<file path="config.mk">
export PLATFORM = sky130hd
export DESIGN_NAME = pc_control
export DESIGN_NICKNAME = d
export VERILOG_FILES = /design/src/rtl/pc_control_pkg.sv /design/src/rtl/pc_control_branch_cond.sv /design/src/rtl/pc_control_cla16.sv /design/src/rtl/pc_control.sv
export SDC_FILE = /design/constraint.sdc
export NUM_CORES = 1
export LEC_CHECK = 0
export CAP_MARGIN = 5
export CORE_MARGIN = 10
export CORE_UTILIZATION = 51
export CTS_CLUSTER_DIAMETER = 60
export DETAILED_ROUTE_END_ITERATION = 8
export PLACE_DENSITY_LB_ADDON = 0.08
export SKIP_LAST_GASP = 1
export SLEW_MARGIN = 30
export SYNTH_ARGS = -nofsm -noshare
export SYNTH_HDL_FRONTEND = slang
export SYNTH_SLANG_ARGS = --single-unit
</file>
<file path="constraint.sdc">
create_clock -name clk -period 5.4 [get_ports clk]
set_clock_uncertainty 0.05 [all_clocks]
set_input_delay 0.54 -clock clk [delete_from_list [all_inputs] [get_ports clk]]
set_output_delay 0.54 -clock clk [all_outputs]
set_load 0.01 [all_outputs]
</file>
<file path="src/rtl/pc_control_pkg.sv">
// ----------------------------------------------------------------------------
// pc_control_pkg
// Shared ISA constants for the program-counter control slice:
//   - opcode values for the control-flow instructions (B, BR, PCS, HLT)
//   - ccc condition-code encodings used by B and BR
//   - state encoding of the PC controller
//   - helper that turns the 9-bit branch immediate into a byte offset
// ----------------------------------------------------------------------------
package pc_control_pkg;

  // Opcodes, instr[15:12]
  localparam logic [3:0] OP_B   = 4'b1100;
  localparam logic [3:0] OP_BR  = 4'b1101;
  localparam logic [3:0] OP_PCS = 4'b1110;
  localparam logic [3:0] OP_HLT = 4'b1111;

  // Condition codes, instr[11:9]
  localparam logic [2:0] CCC_NE  = 3'b000;  // Z=0
  localparam logic [2:0] CCC_EQ  = 3'b001;  // Z=1
  localparam logic [2:0] CCC_GT  = 3'b010;  // Z=0 and N=0
  localparam logic [2:0] CCC_LT  = 3'b011;  // N=1
  localparam logic [2:0] CCC_GE  = 3'b100;  // Z=1 or (Z=0 and N=0)
  localparam logic [2:0] CCC_LE  = 3'b101;  // N=1 or Z=1
  localparam logic [2:0] CCC_OV  = 3'b110;  // V=1
  localparam logic [2:0] CCC_UNC = 3'b111;  // always

  // Controller states
  localparam logic [0:0] ST_RUN  = 1'b0;
  localparam logic [0:0] ST_HALT = 1'b1;

  // instr[8:0] is a signed word offset; the PC is byte addressed, so the
  // offset is sign-extended to 16 bits and doubled.
  function automatic logic [15:0] br_byte_offset(input logic [8:0] imm);
    return {{6{imm[8]}}, imm, 1'b0};
  endfunction

endpackage

</file>
<file path="src/rtl/pc_control_branch_cond.sv">
// ----------------------------------------------------------------------------
// branch_cond
// Combinational evaluation of the 3-bit ccc condition against the ALU flags.
// Ports:
//   ccc   : condition code from instr[11:9]
//   N,Z,V : registered ALU flags
//   taken : 1 when the condition holds (opcode qualification is done by
//           the caller)
// ----------------------------------------------------------------------------
module branch_cond
  import pc_control_pkg::*;
(
  input  logic [2:0] ccc,
  input  logic       N,
  input  logic       Z,
  input  logic       V,
  output logic       taken
);

  always_comb begin
    taken = 1'b0;
    unique case (ccc)
      CCC_NE:  taken = ~Z;
      CCC_EQ:  taken = Z;
      CCC_GT:  taken = ~Z & ~N;
      CCC_LT:  taken = N;
      CCC_GE:  taken = Z | (~Z & ~N);
      CCC_LE:  taken = N | Z;
      CCC_OV:  taken = V;
      CCC_UNC: taken = 1'b1;
      default: taken = 1'b0;
    endcase
  end

endmodule

</file>
<file path="src/rtl/pc_control_cla16.sv">
// ----------------------------------------------------------------------------
// cla16
// 16-bit carry-lookahead adder: four 4-bit lookahead groups whose group
// generate/propagate terms feed a second-level lookahead for the group
// carries. Purely combinational; carry-out is not produced because every
// user works modulo 2^16.
// Ports:
//   i_a, i_b  : 16-bit operands
//   i_cin     : carry into bit 0
//   o_sum     : (i_a + i_b + i_cin) mod 2^16
// ----------------------------------------------------------------------------
module cla16 (
  input  logic [15:0] i_a,
  input  logic [15:0] i_b,
  input  logic        i_cin,
  output logic [15:0] o_sum
);

  logic [15:0] w_g;   // bit generate
  logic [15:0] w_p;   // bit propagate
  logic [15:0] w_c;   // carry into each bit
  logic [2:0]  w_bg;  // group generate (top group's is never needed)
  logic [2:0]  w_bp;  // group propagate
  logic [3:0]  w_bc;  // carry into each group

  assign w_g = i_a & i_b;
  assign w_p = i_a ^ i_b;

  // Second-level lookahead: carries into groups 1..3 straight from cin.
  assign w_bc[0] = i_cin;
  assign w_bc[1] = w_bg[0] | (w_bp[0] & i_cin);
  assign w_bc[2] = w_bg[1] | (w_bp[1] & w_bg[0]) | (w_bp[1] & w_bp[0] & i_cin);
  assign w_bc[3] = w_bg[2] | (w_bp[2] & w_bg[1]) | (w_bp[2] & w_bp[1] & w_bg[0]) |
                   (w_bp[2] & w_bp[1] & w_bp[0] & i_cin);

  for (genvar k = 0; k < 3; k++) begin : g_grp_gp
    localparam int B = 4 * k;
    assign w_bg[k] = w_g[B+3] | (w_p[B+3] & w_g[B+2]) |
                     (w_p[B+3] & w_p[B+2] & w_g[B+1]) |
                     (w_p[B+3] & w_p[B+2] & w_p[B+1] & w_g[B]);
    assign w_bp[k] = &w_p[B+3:B];
  end

  // First-level lookahead inside each group from that group's carry-in.
  for (genvar k = 0; k < 4; k++) begin : g_grp_c
    localparam int B = 4 * k;
    assign w_c[B]   = w_bc[k];
    assign w_c[B+1] = w_g[B] | (w_p[B] & w_bc[k]);
    assign w_c[B+2] = w_g[B+1] | (w_p[B+1] & w_g[B]) | (w_p[B+1] & w_p[B] & w_bc[k]);
    assign w_c[B+3] = w_g[B+2] | (w_p[B+2] & w_g[B+1]) | (w_p[B+2] & w_p[B+1] & w_g[B]) |
                      (w_p[B+2] & w_p[B+1] & w_p[B] & w_bc[k]);
  end

  assign o_sum = w_p ^ w_c;

endmodule

</file>
<file path="src/rtl/pc_control.sv">
// ----------------------------------------------------------------------------
// pc_control
// Program-counter controller with a RUN/HALT state machine, conditional
// PC-relative (B) and register (BR) branches, HLT, and a saturating count of
// taken branches.
// Parameters:
//   RESET_PC : PC loaded on reset
//   CNT_W    : width of the taken-branch counter
// Ports:
//   clk, rst          : clock, synchronous active-high reset
//   stall             : hold PC, state and counter this cycle
//   instr             : instruction at the current PC
//   N_Flag/Z_Flag/V_Flag : registered ALU flags
//   reg_target        : rs value, used as BR target
//   pc, pc_plus2      : current PC and PC+2 (PCS write-back value)
//   branch_taken      : combinational, current B/BR is taken and not halted
//   halted            : registered, 1 in HALT (this is the exposed FSM state)
//   taken_cnt         : saturating taken-branch count
// ----------------------------------------------------------------------------
module pc_control
  import pc_control_pkg::*;
#(
  parameter logic [15:0] RESET_PC = 16'h0000,
  parameter int          CNT_W    = 16
) (
  input  logic             clk,
  input  logic             rst,
  input  logic             stall,
  input  logic [15:0]      instr,
  input  logic             N_Flag,
  input  logic             Z_Flag,
  input  logic             V_Flag,
  input  logic [15:0]      reg_target,
  output logic [15:0]      pc,
  output logic [15:0]      pc_plus2,
  output logic             branch_taken,
  output logic             halted,
  output logic [CNT_W-1:0] taken_cnt
);

  logic [15:0]      r_pc;
  logic [0:0]       r_state;
  logic [CNT_W-1:0] r_taken_cnt;

  logic [3:0]  w_opcode;
  logic        w_cond;
  logic        w_is_b;
  logic        w_is_br;
  logic        w_run;
  logic        w_taken;
  logic [15:0] w_pc_plus2;
  logic [15:0] w_b_target;
  logic [15:0] w_next_pc;

  assign w_opcode = instr[15:12];
  assign w_is_b   = (w_opcode == OP_B);
  assign w_is_br  = (w_opcode == OP_BR);
  assign w_run    = (r_state == ST_RUN);

  branch_cond u_cond (
    .ccc   (instr[11:9]),
    .N     (N_Flag),
    .Z     (Z_Flag),
    .V     (V_Flag),
    .taken (w_cond)
  );

  cla16 u_add_pc2 (
    .i_a   (r_pc),
    .i_b   (16'd2),
    .i_cin (1'b0),
    .o_sum (w_pc_plus2)
  );

  // B target is relative to the already-incremented PC.
  cla16 u_add_tgt (
    .i_a   (w_pc_plus2),
    .i_b   (br_byte_offset(instr[8:0])),
    .i_cin (1'b0),
    .o_sum (w_b_target)
  );

  assign w_taken = (w_is_b | w_is_br) & w_cond & w_run;

  always_comb begin
    w_next_pc = w_pc_plus2;
    if (w_taken && w_is_b)       w_next_pc = w_b_target;
    else if (w_taken && w_is_br) w_next_pc = reg_target;
  end

  // Priority: rst, then stall/HALT (hold everything), then HLT, then advance.
  always_ff @(posedge clk) begin
    if (rst) begin
      r_pc        <= RESET_PC;
      r_state     <= ST_RUN;
      r_taken_cnt <= '0;
    end else if (!stall && w_run) begin
      if (w_opcode == OP_HLT) begin
        r_state <= ST_HALT;
      end else begin
        r_pc <= w_next_pc;
        if (w_taken && (r_taken_cnt != {CNT_W{1'b1}})) begin
          r_taken_cnt <= r_taken_cnt + CNT_W'(1);
        end
      end
    end
  end

  assign pc           = r_pc;
  assign pc_plus2     = w_pc_plus2;
  assign branch_taken = w_taken;
  assign halted       = (r_state == ST_HALT);
  assign taken_cnt    = r_taken_cnt;

endmodule
</file>
==> results of run 1 <==
[cells in the mapped netlist (all sizes together) (3+ instances only)]
cell type / n / share of area, %
nor2: 40 / 5.4
nand2: 36 / 5.0
dfxtp: 33 / 24
xor2: 27 / 8.5
a21oi: 24 / 4.6
ha: 19 / 8.6
nand3: 19 / 4.3
o211ai: 14 / 4.7
inv: 13 / 1.9
o21ai: 13 / 3.0
and3: 11 / 2.5
nand4: 10 / 2.3
buf: 8 / 2.9
clkbuf: 7 / 1.1
xnor2: 7 / 2.2
nor3: 6 / 1.3
a21o: 5 / 1.4
and2: 4 / 0.90
fa: 4 / 2.9
nor3b: 4 / 1.1
a311oi: 3 / 1.2
a31oi: 3 / 0.68
nor4: 3 / 0.90
[worst reg2reg max path: cells and delay by family (launching register included)]
| kind | cells | cell delay (ns) |
|---|---|---|
| adders and majority gates | 3 | 0.78 |
| DFF | 1 | 0.45 |
| xor gates and xnor gates | 2 | 0.34 |
| AOI/OAI and AO/OA | 7 | 1.21 |
| and+or+nand+nor | 4 | 0.62 |
[layout make-up]
cell class | instances | share of cell area (%)
multi-input cells | 277 | 52.1
repair buffers | 90 | 24.1
flip-flops and latches | 33 | 17.8
well taps | 70 | 2.35
clock buffers | 6 | 1.95
inverters | 13 | 1.45
clock inverters | 2 | 0.269
[power by group through the flow]
| stage | sequential (mW) | clock (mW) | combinational, mW |
|---|---|---|---|
| finish | 0.258 | 0.179 | 0.169 |
| global route | 0.259 | 0.195 | 0.187 |
| CTS | 0.257 | 0.182 | 0.171 |
| detailed placement | 0.263 | 0 | 0.170 |
| global placement | 0.263 | 0 | 0.166 |
| floorplan | 0.263 | 0 | 0.0976 |
[flip-flops by register name, indices dropped and copies added, names as in the netlist]
name,count
pc,16
halted,1
taken_cnt,16
[metal layers]
layer / up-vias / track usage, % / share of wire, %
li1: 1368 / - / -
met1: 1288 / 21.7 / 44
met2: 83 / 29.0 / 47
met3: 6 / 6.55 / 8.8
met4: 0 / 2.78 / 0.72
met5: - / 0 / 0
[stage by stage]
stage | util, % | hold WS [ns] | instances | worst slack (ns)
3_5_place_dp | 69.9 | 0.438 | 483 | 1.83
2_1_floorplan | - | 0.443 | 339 | 2.00
6_report | 71.5 | 0.444 | 491 | 1.83
5_1_grt | 71.5 | 0.469 | 491 | 1.48
4_1_cts | 71.5 | 0.448 | 491 | 1.80
3_3_place_gp | 69.7 | 0.412 | 482 | 2.02
[layout by cell type, fill, tap and decap left out, types with 3 or more instances in the layout]
cell / n
nand4_1: 10
dfxtp_1: 33
nand3_1: 14
a31oi_1: 3
o21ai_2: 5
nand3_2: 5
nand2_1: 35
ha_1: 19
nor3b_1: 4
and2_1: 4
a21o_1: 5
a21oi_1: 22
xnor2_1: 7
clkbuf_8: 5
and3_1: 10
o211ai_2: 5
nor3_1: 5
clkdlybuf4s50_1: 87
inv_1: 12
o21ai_0: 7
xor2_1: 27
nor2_1: 40
o211ai_1: 9
fa_1: 4
[worst max-delay path by stage]
stage | slack [ns] | cells past startpoint | endpoint | startpoint
global placement | 2.02 | 13 | pc[12]$_SDFFE_PP0P_ | pc[1]$_SDFFE_PP0P_
detailed placement | 1.83 | 16 | pc[13]$_SDFFE_PP0P_ | pc[1]$_SDFFE_PP0P_
floorplan | 2.00 | 13 | pc[12]$_SDFFE_PP0P_ | pc[1]$_SDFFE_PP0P_
global route | 1.48 | 16 | pc[13]$_SDFFE_PP0P_ | pc[1]$_SDFFE_PP0P_
CTS | 1.80 | 16 | pc[13]$_SDFFE_PP0P_ | pc[1]$_SDFFE_PP0P_
finish | 1.83 | 16 | pc[13]$_SDFFE_PP0P_ | pc[3]$_SDFFE_PP0P_
[logic make-up (layout without fill, tap and decap cells)]
| group | Yosys count | count (layout) | synth area share (%) |
|---|---|---|---|
| simple gates | 143 | 143 | 26.4 |
| compound gates | 74 | 74 | 20.2 |
| xor+xnor | 34 | 34 | 10.7 |
| flops | 33 | 33 | 23.8 |
| buf+inv | 29 | 111 | 6.31 |
| fa+ha+maj | 23 | 23 | 11.5 |
| mux | 3 | 3 | 1.17 |
==> metrics.yaml, run 1 <==
drcViolationCount: 0
async_flop_share_pct: 0
tightestPinTransition_ns: 0.837
fmax_ghz: 0.280
clk_pin_slew_worst_paths_ns: 0.08
grt_start_max_net_pins: 34
synth_fp_nets: 400
fin_tns_setup_ns: 0
maxSlewViolCount: 0
register_area_um2: 661
reg2reg_from: "pc[3]$_SDFFE_PP0P_"
max_stage_delay_ns: 0.45
avgSynthCellArea_um2: 8.19
worstSkewPairLatency_ns: 0.28
path_class: "reg -> reg"
h-tree-depth: 2
num_io_pins: 88
areaGrowthSynthToFinish_pct: 34.1
rrSetupSlack_ns: 1.83
switching_share_pct: 30.1
cts.path.max_buffers: 2
wire_per_inst_um: 16.1
via_per_inst: 5.59
synth_edf_count: 0
hold_end: "pc[0]$_SDFFE_PP0P_"
post_dp_cell_area_um2: 3640
die_y_um: 93.8
core_um2: 5200
cts.repair.resized: 0
vias: 2745
stdcell_area_um2: 3720
initial_core_util_pct: 53.3
fill_cells: 467
numClockSinks: 33
hp-class: "reg -> reg"
num_rows: 26
crit_path_start_kind: "flop"
internal_power_uw: 424
r2r-end: "pc[13]$_SDFFE_PP0P_"
end_kind: "flop"
wirelength_um: 7920
synth_flop_cell: "dfxtp_1"
p_total_uw: 606
finalCritPeriodShare_pct: 66.1
synth-seq-cells: 33
clockRootBuffer: "clkbuf_8"
hold_viol_final: 0
max_slew_margin_pct: 44.2
status: "completed"
yosysWarningCount: 0
rsz0062_at_grt: "no"
ant_nets: 0
irDropWorstVdd_v: 0.000146
switching_power_uw: 183
ff2ff_path_depth: 16
synthDistinctLibCells: 61
numPortBuffers: 87
yosysSeqAreaShare_pct: 23.8
grt_pass1_vias: 2758
hold_depth: 2
required_ns: 5.52
cts_setup_buffers: 0
antenna_found_initial: 0
critPathMaxFanout: 6
first_pass_iters: 4
combinationalPowerShare_pct: 27.9
syn_inst: 339
grt_usage_pct: 17.6
drive_above_1_share_pct: 9.98
dpl.hpwl_um: 6190
setup_viol: 0
period_needed_ns: 3.57
p_per_area_nw_per_um2: 163
path_cells: "nand3_1 > nor3_2 > ha_1 > xor2_1 > ha_1 > a21o_1 > a21o_1 > a31o_2 > a21oi_1 > fa_1 > xor2_1 > nor2_1 > a21oi_1 > nor2_1 > o21ai_0 > a21oi_1"
leakagePower_nw: 1.45
hp-start: "pc[0]$_SDFFE_PP0P_"
antennaDiodeCount: 0
syn_area_um2: 2780
slowest_stage: "dfxtp_1"
grt_pass1_wl_um: 13100
critPathTopFamily: "compound AO/OA/AOI/OAI gates"
multi_input_area_um2: 1940
die-area_um2: 8790
p_seq_share_pct: 42.5
cts_tree: "yes"
pwr-share-clk_pct: 29.6
crit_buf_inv: 0
drv_cap: 0
nets: 481
die_w_um: 93.8
grt-ovfl-total: 0
gp_congestion: 0.898
postCtsHoldBufs: 0
cts-buffers-inserted: 5
arrival_ns: 3.68
cpMostUsedCell: "a21oi_1"
drt_iter0_markers: 155
Note: power is estimated with default switching activity, not from simulation.
==> inputs of run 2 (changes only) <==
--- a/config.mk
+++ b/config.mk
@@ -7,7 +7,7 @@
 export LEC_CHECK = 0
 export CAP_MARGIN = 5
 export CORE_MARGIN = 10
-export CORE_UTILIZATION = 51
+export CORE_UTILIZATION = 43
 export CTS_CLUSTER_DIAMETER = 60
 export DETAILED_ROUTE_END_ITERATION = 8
 export PLACE_DENSITY_LB_ADDON = 0.08
==> constraint.sdc (replaced) <==
create_clock -name clk -period 3.2 [get_ports clk]
set_clock_uncertainty 0.05 [all_clocks]
set_input_delay 0.32 -clock clk [delete_from_list [all_inputs] [get_ports clk]]
set_output_delay 0.32 -clock clk [all_outputs]
set_load 0.01 [all_outputs]
==> run 2 against run 1 <==
  * Cell area up 10%
  * Routed wire length up 9.6%
  * Critical path depth down 3
  * Power up 84%
  * Flip-flop and latch count unchanged
  * Hold slack worse by 0.012 ns
  * Highest routed layer unchanged
==> metrics.yaml, run 2 (synthesis gave the netlist of run 1 again) <==
status: "completed"
initial_core_util_pct: 44.0
grt_pass1_vias: 2763
nets: 505
utilization_pct: 64.9
cts.path.max_buffers: 2
irDropWorstVdd_v: 0.000196
areaGrowthSynthToFinish_pct: 47.7
post_dp_cell_area_um2: 3810
leakagePower_nw: 1.59
drt_iter0_markers: 120
first_pass_iters: 4
critPathMaxFanout: 4
hold_viol_final: 0
required_ns: 3.36
maxSlewViolCount: 0
finalCritPeriodShare_pct: 96.7
wirelength_um: 8670
die_y_um: 100
hold_slack_ns: 0.432
wire_per_inst_um: 16.6
tightestPinTransition_ns: 0.687
die-area_um2: 10100
drv_cap: 0
max_slew_margin_pct: 54.0
period_needed_ns: 3.09
grt_pass1_wl_um: 13700
antenna_found_initial: 0
p_total_mw: 1.11
num_rows: 29
clk_pin_slew_worst_paths_ns: 0.07
grt-ovfl-total: 0
stdcell_count: 522
setup_slack_ns: 0.107
vias: 2845
end_kind: "flop"
ant_nets: 0
p_per_area_nw_per_um2: 272
cts_tree: "yes"
crit_path_start_kind: "flop"
dp_slack_ns: 0.0365
numClockSinks: 33
cts-buffers-inserted: 5
place_inst: 510
grt_usage_pct: 16.4
fin_tns_setup_ns: 0
path_class: "reg -> reg"
numPortBuffers: 87
grt_start_max_net_pins: 33
die_w_um: 100
num_io_pins: 88
hp-class: "reg -> reg"
drcViolationCount: 0
drive_above_1_share_pct: 20.7
mostFrequentLayoutCells: "clkdlybuf4s50_1 (87), nor2_1 (39), nand2_1 (35)"
final_common_cell: "clkdlybuf4s50_1"
via_per_inst: 5.45
core_um2: 6310
antennaDiodeCount: 0
dpl.hpwl_um: 6480
arrival_ns: 3.26
fmax_ghz: 0.323
worstSkewPairLatency_ns: 0.29
stdcell_area_um2: 4100
postCtsHoldBufs: 0
clockRootBuffer: "clkbuf_8"
h-tree-depth: 2
gp_congestion: 0.853
setup_viol: 0
-- run 2: cell count changes in the layout (fill, tap and decap cells not counted), moves of 2 or more --
| cell | previous run | this run |
|---|---|---|
| dfxtp_2 | 0 | 6 |
| a21oi_1 | 22 | 19 |
| dfxtp_1 | 33 | 27 |
| buf_4 | 2 | 26 |
| xor2_4 | 0 | 2 |
| xor2_2 | 0 | 2 |
| xor2_1 | 27 | 23 |
| ha_1 | 19 | 13 |
| o21ai_0 | 7 | 5 |
| clkbuf_8 | 5 | 7 |
| ha_4 | 0 | 5 |
| a21oi_2 | 2 | 5 |
-- run 2: final timing paths --
kind                      startpoint                  end  slack [ns]  cells past startpoint
setup reg to reg  pc[1]$_SDFFE_PP0P_  pc[12]$_SDFFE_PP0P_        0.11                     13
hold reg to reg   pc[0]$_SDFFE_PP0P_   pc[0]$_SDFFE_PP0P_        0.43                      2
hold / removal    pc[0]$_SDFFE_PP0P_   pc[0]$_SDFFE_PP0P_        0.43                      2
setup / recovery  pc[1]$_SDFFE_PP0P_  pc[12]$_SDFFE_PP0P_        0.11                     13
-- run 2: layout make-up --
| cell class | instances | area, um2 |
|---|---|---|
| clock buffer | 7 | 96.3 |
| timing repair buffer | 114 | 1080 |
| multi-input combinational | 277 | 2100 |
| fill | 565 | 2210 |
| sequential | 33 | 668 |
| tap | 77 | 96.3 |
| clock inverter | 1 | 5.00 |
| inverter | 13 | 53.8 |
-- run 2: what timing repair did --
item,4_1_cts,5_1_grt
gates resized for setup,0,27
buffers inserted,0,4
endpoints found under the setup margin,0,6
-- run 2: per-layer routing --
metal	part of all wire (%)	routed length (um)	global-route usage [%]	vias to the layer above
met5	0	0	0	-
met4	1.4	125	3.70	0
met3	7.2	623	5.98	10
met1	43	3740	20.7	1347
met2	48	4180	26.2	70
li1	-	-	-	1418
-- run 2: report_power, final --
part / switching, mW / internal, mW
registers: 0.0113 / 0.421
logic: 0.158 / 0.169
clock network: 0.160 / 0.194
-- run 2: worst max-delay path, cell delays in order (launching register included) --
cell and delay (ns):
dfxtp_2 0.36, nand3_4 0.11, nor3_4 0.28, ha_4 0.21
xor2_4 0.17, ha_4 0.23, a21o_1 0.18, a21o_1 0.19
a31o_2 0.24, a21oi_2 0.15, fa_1 0.44, o211ai_2 0.14
o211ai_1 0.10, a21oi_1 0.16
==> inputs of run 3 (changes only) <==
--- a/config.mk
+++ b/config.mk
@@ -5,7 +5,6 @@
 export SDC_FILE = /design/constraint.sdc
 export NUM_CORES = 1
 export LEC_CHECK = 0
-export CAP_MARGIN = 5
 export CORE_MARGIN = 10
 export CORE_UTILIZATION = 43
 export CTS_CLUSTER_DIAMETER = 60
==> results of run 3 <==
Final layout, timing and power as in run 2 (identical DEF).
